### config.mk
export PLATFORM = sky130hd
export DESIGN_NAME = xlmc_rdata_capture_flat
export DESIGN_NICKNAME = d
export VERILOG_FILES = /design/src/rtl/xlmc_rdata_capture_if.sv /design/src/rtl/xlmc_rdata_capture.sv /design/src/flat_wrapper.sv
export SDC_FILE = /design/constraint.sdc
export NUM_CORES = 1
export LEC_CHECK = 0
export BUFFER_PORTS_ARGS = -buffer_cell sky130_fd_sc_hd__buf_2
export CORE_MARGIN = 4
export CORE_UTILIZATION = 40
export CTS_CLUSTER_DIAMETER = 120
export DETAILED_ROUTE_END_ITERATION = 8
export PLACE_DENSITY = 0.6
export SYNTH_ARGS = -nofsm -noshare
export SYNTH_HDL_FRONTEND = slang
export SYNTH_SLANG_ARGS = --single-unit
### constraint.sdc
create_clock -name iddr_clk -period 5.55 [get_ports iddr_clk]
set_input_delay 0.2775 -clock iddr_clk [delete_from_list [all_inputs] [get_ports iddr_clk]]
set_output_delay 0.2775 -clock iddr_clk [all_outputs]
set_load 0.005 [all_outputs]
### src/rtl/xlmc_rdata_capture_if.sv
`default_nettype none
// ============================================================================
//  Module   : xlmc_rdata_capture_if
//  Purpose  : Bundles the read-capture control, pad-sample and word-stream
//             signals.
//             - slave  : the capture block's view of the bundle.
//             - master : the view of the pads, controller and consumer.
//  Revision : 1.0  initial release
// ============================================================================
interface xlmc_rdata_capture_if;
  // Control
  logic        start;
  logic [8:0]  rd_words;

  // Pad samples
  logic [7:0]  dq_rise;
  logic [7:0]  dq_fall;
  logic        rwds_rise;
  logic        rwds_fall;

  // Word stream towards the AXI read channel
  logic        m_valid;
  logic [31:0] m_data;
  logic        m_last;
  logic        m_ready;

  // Status
  logic        busy;
  logic        done;
  logic        err_timeout;
  logic        err_overflow;

  modport slave (
    input  start, rd_words, dq_rise, dq_fall, rwds_rise, rwds_fall, m_ready,
    output m_valid, m_data, m_last, busy, done, err_timeout, err_overflow
  );

  modport master (
    output start, rd_words, dq_rise, dq_fall, rwds_rise, rwds_fall, m_ready,
    input  m_valid, m_data, m_last, busy, done, err_timeout, err_overflow
  );
endinterface
`default_nettype wire

### src/rtl/xlmc_rdata_capture.sv
`default_nettype none
// ============================================================================
//  Module   : xlmc_rdata_capture
//  Purpose  : Qualifies IDDR DQ/RWDS sample pairs into beats and packs beat
//             pairs into little-endian 32-bit words. Words are buffered in a
//             small FIFO with a registered head. The block flags a missing
//             strobe (timeout) and a full buffer (overflow). The device
//             cannot be stalled, so on overflow the word is dropped instead.
//  Revision : 1.0  initial release
// ============================================================================
module xlmc_rdata_capture #(
  parameter int FIFO_DEPTH     = 8,
  parameter int TIMEOUT_CYCLES = 64
) (
  input wire                  iddr_clk,
  input wire                  arst,
  xlmc_rdata_capture_if.slave bus
);

  localparam int         c_ptr_w      = $clog2(FIFO_DEPTH);
  localparam int         c_cnt_w      = c_ptr_w + 1;
  localparam logic [9:0] c_timer_last = 10'(TIMEOUT_CYCLES - 1);

  typedef enum logic [1:0] {
    S_IDLE    = 2'd0,
    S_WAIT_DS = 2'd1,
    S_CAPTURE = 2'd2,
    S_DONE    = 2'd3
  } state_t;

  // ---------------------------------------------------------------- capture
  state_t       r_state, w_state_nxt;
  logic [9:0]   r_timer, w_timer_nxt;
  logic [8:0]   r_count, w_count_nxt;
  logic [15:0]  r_half,  w_half_nxt;
  logic         r_half_vld, w_half_vld_nxt;
  logic         r_err_to, r_err_ov;
  logic         w_set_timeout, w_clr_err;
  logic         w_push, w_push_last;
  logic [31:0]  w_push_data;
  logic         w_beat;

  // --------------------------------------------------------------- buffer
  logic [32:0]        r_mem [FIFO_DEPTH];
  logic [c_ptr_w-1:0] r_wr_ptr, r_rd_ptr;
  logic [c_cnt_w-1:0] r_mem_cnt;
  logic [c_cnt_w-1:0] w_level;
  logic               r_m_valid, r_m_last;
  logic [31:0]        r_m_data;
  logic               w_pop, w_full, w_overflow, w_wr_en, w_rd_en;

  // A beat is a clean rising strobe; any other RWDS pattern is a gap.
  assign w_beat      = bus.rwds_rise & ~bus.rwds_fall;
  // The held half-word is the older beat, so it lands in the low bytes.
  assign w_push_data = {bus.dq_fall, bus.dq_rise, r_half};

  // Next-state and datapath decisions for the capture sequencer.
  always_comb begin
    w_state_nxt    = r_state;
    w_timer_nxt    = r_timer;
    w_count_nxt    = r_count;
    w_half_nxt     = r_half;
    w_half_vld_nxt = r_half_vld;
    w_set_timeout  = 1'b0;
    w_clr_err      = 1'b0;
    w_push         = 1'b0;
    w_push_last    = 1'b0;
    case (r_state)
      S_IDLE: begin
        if (bus.start) begin
          w_clr_err      = 1'b1;
          w_timer_nxt    = '0;
          w_half_vld_nxt = 1'b0;
          w_count_nxt    = bus.rd_words;
          w_state_nxt    = (bus.rd_words == 9'd0) ? S_DONE : S_WAIT_DS;
        end
      end
      S_WAIT_DS, S_CAPTURE: begin
        // A beat on the limit cycle still counts as activity.
        if (w_beat) begin
          w_timer_nxt = '0;
          if (r_half_vld) begin
            w_push         = 1'b1;
            w_push_last    = (r_count == 9'd1);
            w_count_nxt    = r_count - 9'd1;
            w_half_vld_nxt = 1'b0;
            if (r_count == 9'd1) begin
              w_state_nxt = S_DONE;
            end
          end else begin
            w_half_nxt     = {bus.dq_fall, bus.dq_rise};
            w_half_vld_nxt = 1'b1;
            w_state_nxt    = S_CAPTURE;
          end
        end else if (r_timer == c_timer_last) begin
          // The strobe went missing: abandon any half-word.
          w_set_timeout  = 1'b1;
          w_half_vld_nxt = 1'b0;
          w_state_nxt    = S_DONE;
        end else begin
          w_timer_nxt = r_timer + 10'd1;
        end
      end
      S_DONE: begin
        w_state_nxt = S_IDLE;
      end
      default: begin
        w_state_nxt = S_IDLE;
      end
    endcase
  end

  // Capture sequencer registers and sticky error flags.
  always_ff @(posedge iddr_clk or posedge arst) begin
    if (arst) begin
      r_state    <= S_IDLE;
      r_timer    <= '0;
      r_count    <= '0;
      r_half     <= '0;
      r_half_vld <= 1'b0;
      r_err_to   <= 1'b0;
      r_err_ov   <= 1'b0;
    end else begin
      r_state    <= w_state_nxt;
      r_timer    <= w_timer_nxt;
      r_count    <= w_count_nxt;
      r_half     <= w_half_nxt;
      r_half_vld <= w_half_vld_nxt;
      if (w_clr_err) begin
        r_err_to <= 1'b0;
        r_err_ov <= 1'b0;
      end else begin
        if (w_set_timeout) r_err_to <= 1'b1;
        if (w_overflow)    r_err_ov <= 1'b1;
      end
    end
  end

  // Occupancy counts the head register together with the storage array.
  // A word completed while full is dropped unless the head leaves this
  // cycle, because the device cannot be held off.
  assign w_pop      = r_m_valid & bus.m_ready;
  assign w_level    = r_mem_cnt + c_cnt_w'(r_m_valid);
  assign w_full     = (w_level == c_cnt_w'(FIFO_DEPTH));
  assign w_overflow = w_push & w_full & ~w_pop;
  assign w_wr_en    = w_push & ~w_overflow;
  assign w_rd_en    = (~r_m_valid | w_pop) & (r_mem_cnt != '0);

  // Storage array; reset only clears the pointers around it.
  always_ff @(posedge iddr_clk) begin
    if (w_wr_en) begin
      r_mem[r_wr_ptr] <= {w_push_last, w_push_data};
    end
  end

  // Pointers, fill count and the registered head word.
  always_ff @(posedge iddr_clk or posedge arst) begin
    if (arst) begin
      r_wr_ptr  <= '0;
      r_rd_ptr  <= '0;
      r_mem_cnt <= '0;
      r_m_valid <= 1'b0;
      r_m_last  <= 1'b0;
      r_m_data  <= '0;
    end else begin
      if (w_wr_en) begin
        r_wr_ptr <= r_wr_ptr + c_ptr_w'(1);
      end
      if (w_rd_en) begin
        {r_m_last, r_m_data} <= r_mem[r_rd_ptr];
        r_m_valid            <= 1'b1;
        r_rd_ptr             <= r_rd_ptr + c_ptr_w'(1);
      end else if (w_pop) begin
        r_m_valid <= 1'b0;
        r_m_last  <= 1'b0;
      end
      case ({w_wr_en, w_rd_en})
        2'b10:   r_mem_cnt <= r_mem_cnt + c_cnt_w'(1);
        2'b01:   r_mem_cnt <= r_mem_cnt - c_cnt_w'(1);
        default: r_mem_cnt <= r_mem_cnt;
      endcase
    end
  end

  assign bus.m_valid      = r_m_valid;
  assign bus.m_data       = r_m_data;
  assign bus.m_last       = r_m_last;
  assign bus.busy         = (r_state != S_IDLE);
  assign bus.done         = (r_state == S_DONE);
  assign bus.err_timeout  = r_err_to;
  assign bus.err_overflow = r_err_ov;

endmodule
`default_nettype wire

### src/flat_wrapper.sv
// flat-port wrapper written by rule: the top's interface ports become plain ports
module xlmc_rdata_capture_flat 
#(
  parameter int FIFO_DEPTH     = 8,
  parameter int TIMEOUT_CYCLES = 64
)
  (iddr_clk, arst, bus_start, bus_rd_words, bus_dq_rise, bus_dq_fall, bus_rwds_rise, bus_rwds_fall, bus_m_ready, bus_m_valid, bus_m_data, bus_m_last, bus_busy, bus_done, bus_err_timeout, bus_err_overflow);
  xlmc_rdata_capture_if bus_i ();
  input wire iddr_clk;
  input wire arst;
  input wire logic [$bits(bus_i.start)-1:0] bus_start;
  input wire logic [$bits(bus_i.rd_words)-1:0] bus_rd_words;
  input wire logic [$bits(bus_i.dq_rise)-1:0] bus_dq_rise;
  input wire logic [$bits(bus_i.dq_fall)-1:0] bus_dq_fall;
  input wire logic [$bits(bus_i.rwds_rise)-1:0] bus_rwds_rise;
  input wire logic [$bits(bus_i.rwds_fall)-1:0] bus_rwds_fall;
  input wire logic [$bits(bus_i.m_ready)-1:0] bus_m_ready;
  output wire logic [$bits(bus_i.m_valid)-1:0] bus_m_valid;
  output wire logic [$bits(bus_i.m_data)-1:0] bus_m_data;
  output wire logic [$bits(bus_i.m_last)-1:0] bus_m_last;
  output wire logic [$bits(bus_i.busy)-1:0] bus_busy;
  output wire logic [$bits(bus_i.done)-1:0] bus_done;
  output wire logic [$bits(bus_i.err_timeout)-1:0] bus_err_timeout;
  output wire logic [$bits(bus_i.err_overflow)-1:0] bus_err_overflow;
  assign bus_i.start = bus_start;
  assign bus_i.rd_words = bus_rd_words;
  assign bus_i.dq_rise = bus_dq_rise;
  assign bus_i.dq_fall = bus_dq_fall;
  assign bus_i.rwds_rise = bus_rwds_rise;
  assign bus_i.rwds_fall = bus_rwds_fall;
  assign bus_i.m_ready = bus_m_ready;
  assign bus_m_valid = bus_i.m_valid;
  assign bus_m_data = bus_i.m_data;
  assign bus_m_last = bus_i.m_last;
  assign bus_busy = bus_i.busy;
  assign bus_done = bus_i.done;
  assign bus_err_timeout = bus_i.err_timeout;
  assign bus_err_overflow = bus_i.err_overflow;
  xlmc_rdata_capture #(.FIFO_DEPTH(FIFO_DEPTH), .TIMEOUT_CYCLES(TIMEOUT_CYCLES)) u_core (.iddr_clk(iddr_clk), .arst(arst), .bus(bus_i));
endmodule
==> impl_metrics.csv, run 1 <==
group,metric,value,unit
run_status,outcome,"finished clean",
pwr,finalPower,0.008185,W
cells_and_area,register_area,0.01004,mm2
sta,grt_setup_unrepaired,"no",
sta,fin_skew,24.95,ps
clock_network,post_cts_buffers,0,
logic_synthesis,synthFlopType,"edfxtp_1",
setup_path,cp_cell_sequence,"ha_1 > ha_1 > a211oi_1 > nand2_1 > o21ai_1 > ha_1 > xor2_1 > ha_1 > a21oi_1 > xor2_1 > nor2_1 > xor2_1",
drt,routedWlPerCell,21.06,um
pwr,seq_power_share,45.6,%
sta,fin_setup_tns,0,ps
clock_network,clk_path_buf_depth,3,
logic_synthesis,synth_area,0.01387,mm2
cells_and_area,diodes,0,
drt,num_vias,7038,
grt,antenna_found_initial,1,
floorplan,rows,67,
flow_run,cap_violations,0,
grt,grt_pass1_vias,7339,
logic_synthesis,synth_fp_nets,805,
drt,drc_errors,0,
pwr,internal_power,0.005781,W
setup_path,slowest_delay,940,ps
clock_network,cts_resized,0,
drt,routed_wl,27930,um
pwr,combPwrFrac,23.4,%
floorplan,start_util,40.96,%
logic_synthesis,synth_edf_count,264,
place,gp_congestion,0.7660,
logic_synthesis,yosys.area.top_type,"edfxtp_1",
cells_and_area,area.growth.synth_to_final,15.73,%
clock_network,htreeDepth,2,
sta,finalSetupViolCount,0,
setup_path,worstPathArrival,4080,ps
drt,dr.pass1.iters,4,
sta,min_period_over_period,66.42,%
logic_synthesis,syn_area_per_cell,18.20,um2
logic_synthesis,synth_top_area_share,57.15,%
pwr,power.density,509.8,mW/mm2
setup_path,rr_startpoint,"u_core.r_mem_cnt[0]",
setup_path,crit_path_max_fanout,12,
grt,grt.total_usage,14.79,%
cells_and_area,n_fill_cell,2906,
place,placed_area,0.01477,mm2
logic_synthesis,netlist_instances,762,
grt,grt_overflow,0,
setup_path,startpoint_type,"flop",
clock_network,hold_buffers,2,
clock_network,cts_root_buf,"clkbuf_16",
setup_path,cpMaxStageDelayCell,"o21ai_1",
logic_synthesis,synth_cell_types,62,
clock_network,insertion_delay,530,ps
pwr,vdd_ir_drop_max,0.2151,mV
place,io_buffers,68,
sta,fmax,0.2713,GHz
min_path,worst_hold_path_type,"in2reg",
pwr,clockPowerShare,31.0,%
logic_synthesis,synth-seq-cells,348,
setup_path,worstSetupEndpointType,"flop",
logic_synthesis,yosysSeqAreaShare,72.30,%
cells_and_area,drive_gt1_share,28.82,%
clock_network,cts_buffers,37,
drt,drtIter0Drc,449,
grt,grt_max_degree,69,
floorplan,fp.dieW,194.2,um
logic_synthesis,synth_warnings,0,
floorplan,ios,69,
pwr,swShare,29.37,%
cells_and_area,final_cell_mix,"264 x edfxtp_1, 81 x dfrtp_1, 68 x buf_2",
place,hpwl,15560,um
setup_path,critPathTopFamily,"compound AO/OA/AOI/OAI gates",
setup_path,crit_path_frequent_cell,"ha_1",
setup_path,critPathBufInv,0,
setup_path,required,5950,ps
sta,drv_slew,0,
logic_synthesis,synthTopCellsByArea,"edfxtp_1 57%, dfrtp_1 15%, mux4_2 11%",
floorplan,die-height,194.2,um
cells_and_area,final_cell_area,0.01605,mm2
clock_network,clk_pin_slew,60,ps
setup_path,cp-startpoint,"u_core.r_mem_cnt[0]",
sta,slew_headroom,19.68,%
floorplan,fp.coreArea,0.03387,mm2
clock_network,cts_tree,"done",
grt,grt_pass1_wl,44260,um
drt,via_per_inst,5.308,
drt,antenna_left,0,
logic_synthesis,async_flop_share,24.14,%
floorplan,die_area,0.03772,mm2
pwr,power.switching,0.002404,W
clock_network,cts_sinks,348,
sta,hold_viol,0,
cells_and_area,final_common_cell,"edfxtp_1",
pwr,p_leak,5.612,nW
sta,period_needed,3686,ps
min_path,hold_start,"bus_m_ready",
sta,worstMarginPinSlew,1197,ps
cells_and_area,final_nets,892,
cells_and_area,multi_input_area,0.003674,mm2
setup_path,critPathKind,"reg2reg",
## area by class of cell
class	instances	area share (%)
Sequential cell	348	62.51
Clock inverter	20	1.551
Multi-Input combinational cell	366	22.88
Clock buffer	48	6.344
Tap cell	448	3.492
Inverter	11	0.2728
Timing Repair Buffer	85	2.946
## cells by family (layout without fill, tap and decap cells)
| group | Yosys count | count (layout) | synth area share, % |
|---|---|---|---|
| AOI/OAI and AO/OA | 92 | 92 | 4.140 |
| xor gates and xnor gates | 14 | 14 | 0.8839 |
| adders and majority gates | 12 | 12 | 1.082 |
| buffers and inverters | 48 | 164 | 1.614 |
| DFF | 348 | 348 | 72.30 |
| muxes | 124 | 124 | 15.06 |
| and+or+nand+nor | 124 | 124 | 4.916 |
## metal layers
metal	part of all wire [%]	vias to the layer above	global-route usage, %	wire [um]
li1	-	3209	-	-
met1	46	3677	20.93	12940
met2	48	116	24.14	13480
met3	3.8	34	2.693	1061
met4	1.6	2	3.490	442
met5	0.036	-	0	10
## registers in the layout, summed over array words and instances (netlist names)
signal,flops
u_core.r_half,16
u_core.r_state,2
u_core.r_mem_cnt,4
u_core.r_mem,264
u_core.r_wr_ptr,3
u_core.bus.m_last,1
u_core.r_timer,10
u_core.r_count,9
u_core.r_rd_ptr,3
u_core.bus.err_timeout,1
u_core.bus.err_overflow,1
u_core.r_half_vld,1
u_core.bus.m_valid,1
u_core.bus.m_data,32
## power groups by stage
stage	Sequential [W]	Combinational [W]	Clock, W
6_report	0.00373	0.00192	0.00254
5_1_grt	0.00381	0.00212	0.00272
4_1_cts	0.00375	0.00196	0.00261
3_5_place_dp	0.00380	0.00195	0
3_3_place_gp	0.00378	0.00193	0
2_1_floorplan	0.00351	0.00163	0
## Yosys cell counts, types with 8 or more instances
master,n
edfxtp_1,264
dfrtp_1,84
mux4_2,65
a21oi_1,48
nor2_1,44
mux2i_1,37
mux2_2,20
buf_2,17
nand2_1,17
o21ai_0,14
clkbuf_1,13
ha_1,12
inv_1,10
nor3_1,10
nand3_1,9
xor2_1,8
## stage by stage
stage               setup WS [ps]  instances  util [%]  hold WS (ps)
floorplan                   165.5        762         -         362.5
global placement             1985       1256     43.60         426.7
detailed placement           1927       1256     43.60         423.3
CTS                          1905       1326     47.40         6.951
global route                 1639       1326     47.40         9.056
finish                       1864       1326     47.40         31.31
## final timing paths
path / end / slack, ps / cells after the start
worst max-delay path: u_core.r_mem_cnt[2] / 1860 / 12
worst min register to register: u_core.bus.m_data[1] / 520 / 2
max in group asynchronous: u_core.r_half[4] / 4100 / 4
worst min-delay path: u_core.bus.m_valid / 30 / 2
min in group asynchronous: u_core.bus.m_data[13] / 390 / 3
worst max register to register: u_core.r_mem_cnt[2] / 1860 / 12
Power figures use the tool's default switching activity.
==> run 2, diff against run 1 <==
- PLACE_DENSITY: 0.6 -> 0.58
- clock period: 5.55 -> 3.5 ns (I/O delays scaled with it)
==> impl_metrics.csv, run 2 (synthesis gave the netlist of run 1 again) <==
group,metric,value,unit
min_path,whs_path_depth,1,
floorplan,fp.coreArea,0.03387,mm2
grt,antenna_found_initial,0,
clock_network,clk_pin_slew,60,ps
min_path,worst_hold_path_type,"in2reg",
sta,slew_headroom,34.85,%
floorplan,start_util,40.96,%
setup_path,worstPathArrival,3510,ps
grt,grt_max_degree,69,
cells_and_area,final_nets,926,
grt,grt.total_usage,14.78,%
place,io_buffers,68,
drt,via_per_inst,5.234,
setup_path,crit_path_max_fanout,8,
floorplan,fp.dieW,194.2,um
cells_and_area,drive_gt1_share,28.59,%
setup_path,critPathKind,"reg2reg",
drt,num_vias,7124,
setup_path,worstSetupEndpointType,"flop",
sta,grt_setup_unrepaired,"no",
floorplan,rows,67,
grt,grt_pass1_wl,44240,um
clock_network,cts_root_buf,"clkbuf_16",
setup_path,required,3900,ps
setup_path,startpoint_type,"flop",
pwr,power.density,786.4,mW/mm2
clock_network,cts_sinks,348,
drt,routed_wl,27710,um
place,hpwl,16510,um
drt,drtIter0Drc,387,
floorplan,ios,69,
min_path,min_to,"u_core.r_mem[4][23]",
drt,routedWlPerCell,20.36,um
sta,layout_setup_ws,382.8,ps
cells_and_area,final_util,48.23,%
setup_path,cp-startpoint,"u_core.r_mem_cnt[0]",
cells_and_area,area.growth.synth_to_final,17.75,%
setup_path,r2r-end,"u_core.r_mem_cnt[2]",
clock_network,cts_tree,"done",
drt,drc_errors,0,
sta,fmax,0.3208,GHz
run_status,outcome,"finished clean",
sta,fin_skew,19.32,ps
clock_network,htreeDepth,2,
cells_and_area,diodes,0,
place,pre_cts_ws,333.4,ps
sta,min_period_over_period,89.06,%
sta,period_needed,3117,ps
setup_path,reg2regPathDepth,12,
cells_and_area,final_common_cell,"edfxtp_1",
place,gp_congestion,0.7268,
drt,dr.pass1.iters,4,
flow_run,cap_violations,0,
floorplan,die_area,0.03772,mm2
cells_and_area,final_cell_mix,"264 x edfxtp_1, 81 x dfrtp_1, 68 x buf_2",
clock_network,cts_buffers,38,
grt,grt_pass1_vias,7486,
floorplan,die-height,194.2,um
sta,finalSetupViolCount,0,
cells_and_area,top_register,"u_core.r_mem",
cells_and_area,largest_register_ff_count,264,
clock_network,clk_path_buf_depth,3,
pwr,vdd_ir_drop_max,0.3690,mV
min_path,hold_start,"bus_dq_rise[7]",
setup_path,rr_startpoint,"u_core.r_mem_cnt[0]",
sta,hold_viol,0,
sta,drv_slew,0,
grt,grt_overflow,0,
setup_path,r2r_setup_slack,380,ps
clock_network,insertion_delay,520,ps
sta,worstMarginPinSlew,977.2,ps
pwr,p_leak,5.715,nW
drt,antenna_left,0,
run 2: layout make-up:
type,instances,area (um2)
flip-flops and latches,348,10040
repair buffers,118,805.8
clock inverters,19,148.9
clock buffers,51,1010
inverters,11,43.79
fillers,2883,17530
multi-input cells,366,3730
well taps,448,560.5
run 2: stage by stage:
stage | instances | total power, W | TNS, ps | hold slack [ps] | area [um2]
global placement | 1265 | 0.009223 | 0 | 385.7 | 14920
detailed placement | 1265 | 0.009279 | 0 | 381.9 | 14920
finish | 1361 | 0.01285 | 0 | 34.85 | 16330
global route | 1361 | 0.01361 | 0 | 17.12 | 16330
CTS | 1361 | 0.01305 | 0 | 10.32 | 16330
floorplan | 762 | 0.008166 | -87270 | 260.0 | 13910
run 2: repair_timing:
item / in CTS / in global routing
resized for setup: 0 / 0
buffers inserted: 0 / 0
hold endpoints to repair: 185 / 0
hold buffers: 26 / 0
run 2: worst max path at each step:
stage                          endpoint  slack, ps  cells after the start
global route        u_core.r_mem_cnt[2]         80                     12
finish              u_core.r_mem_cnt[2]        380                     12
detailed placement  u_core.r_mem_cnt[2]        330                     12
global placement    u_core.r_mem_cnt[2]        380                     12
floorplan            u_core.r_mem[3][0]       -680                      7
CTS                 u_core.r_mem_cnt[2]        330                     12
run 2: report_power, final:
group          leakage (nW)  internal, W  total (W)  switching [W]
clock                 0.557      0.00212    0.00371        0.00159
combinational          1.80      0.00170    0.00326        0.00156
sequential             3.35      0.00513    0.00588       0.000744
run 2: metal layers:
| layer | routed length (um) | vias to the layer above | global-route usage [%] | share of wire (%) |
|---|---|---|---|---|
| met5 | 0 | - | 0 | 0 |
| met3 | 1139 | 36 | 2.520 | 4.1 |
| met1 | 12840 | 3671 | 21.36 | 46 |
| met2 | 13310 | 141 | 23.79 | 48 |
| met4 | 423 | 0 | 3.411 | 1.5 |
| li1 | - | 3276 | - | - |
run 2: worst max-delay path, stage by stage (launching register included):
cell,delay [ps]
dfrtp_1,450
ha_1,230
ha_1,290
a211oi_1,230
nand2_1,130
o21ai_2,480
ha_1,390
xor2_1,100
ha_1,200
a21oi_1,140
xor2_1,150
nor2_1,60
xor2_1,130
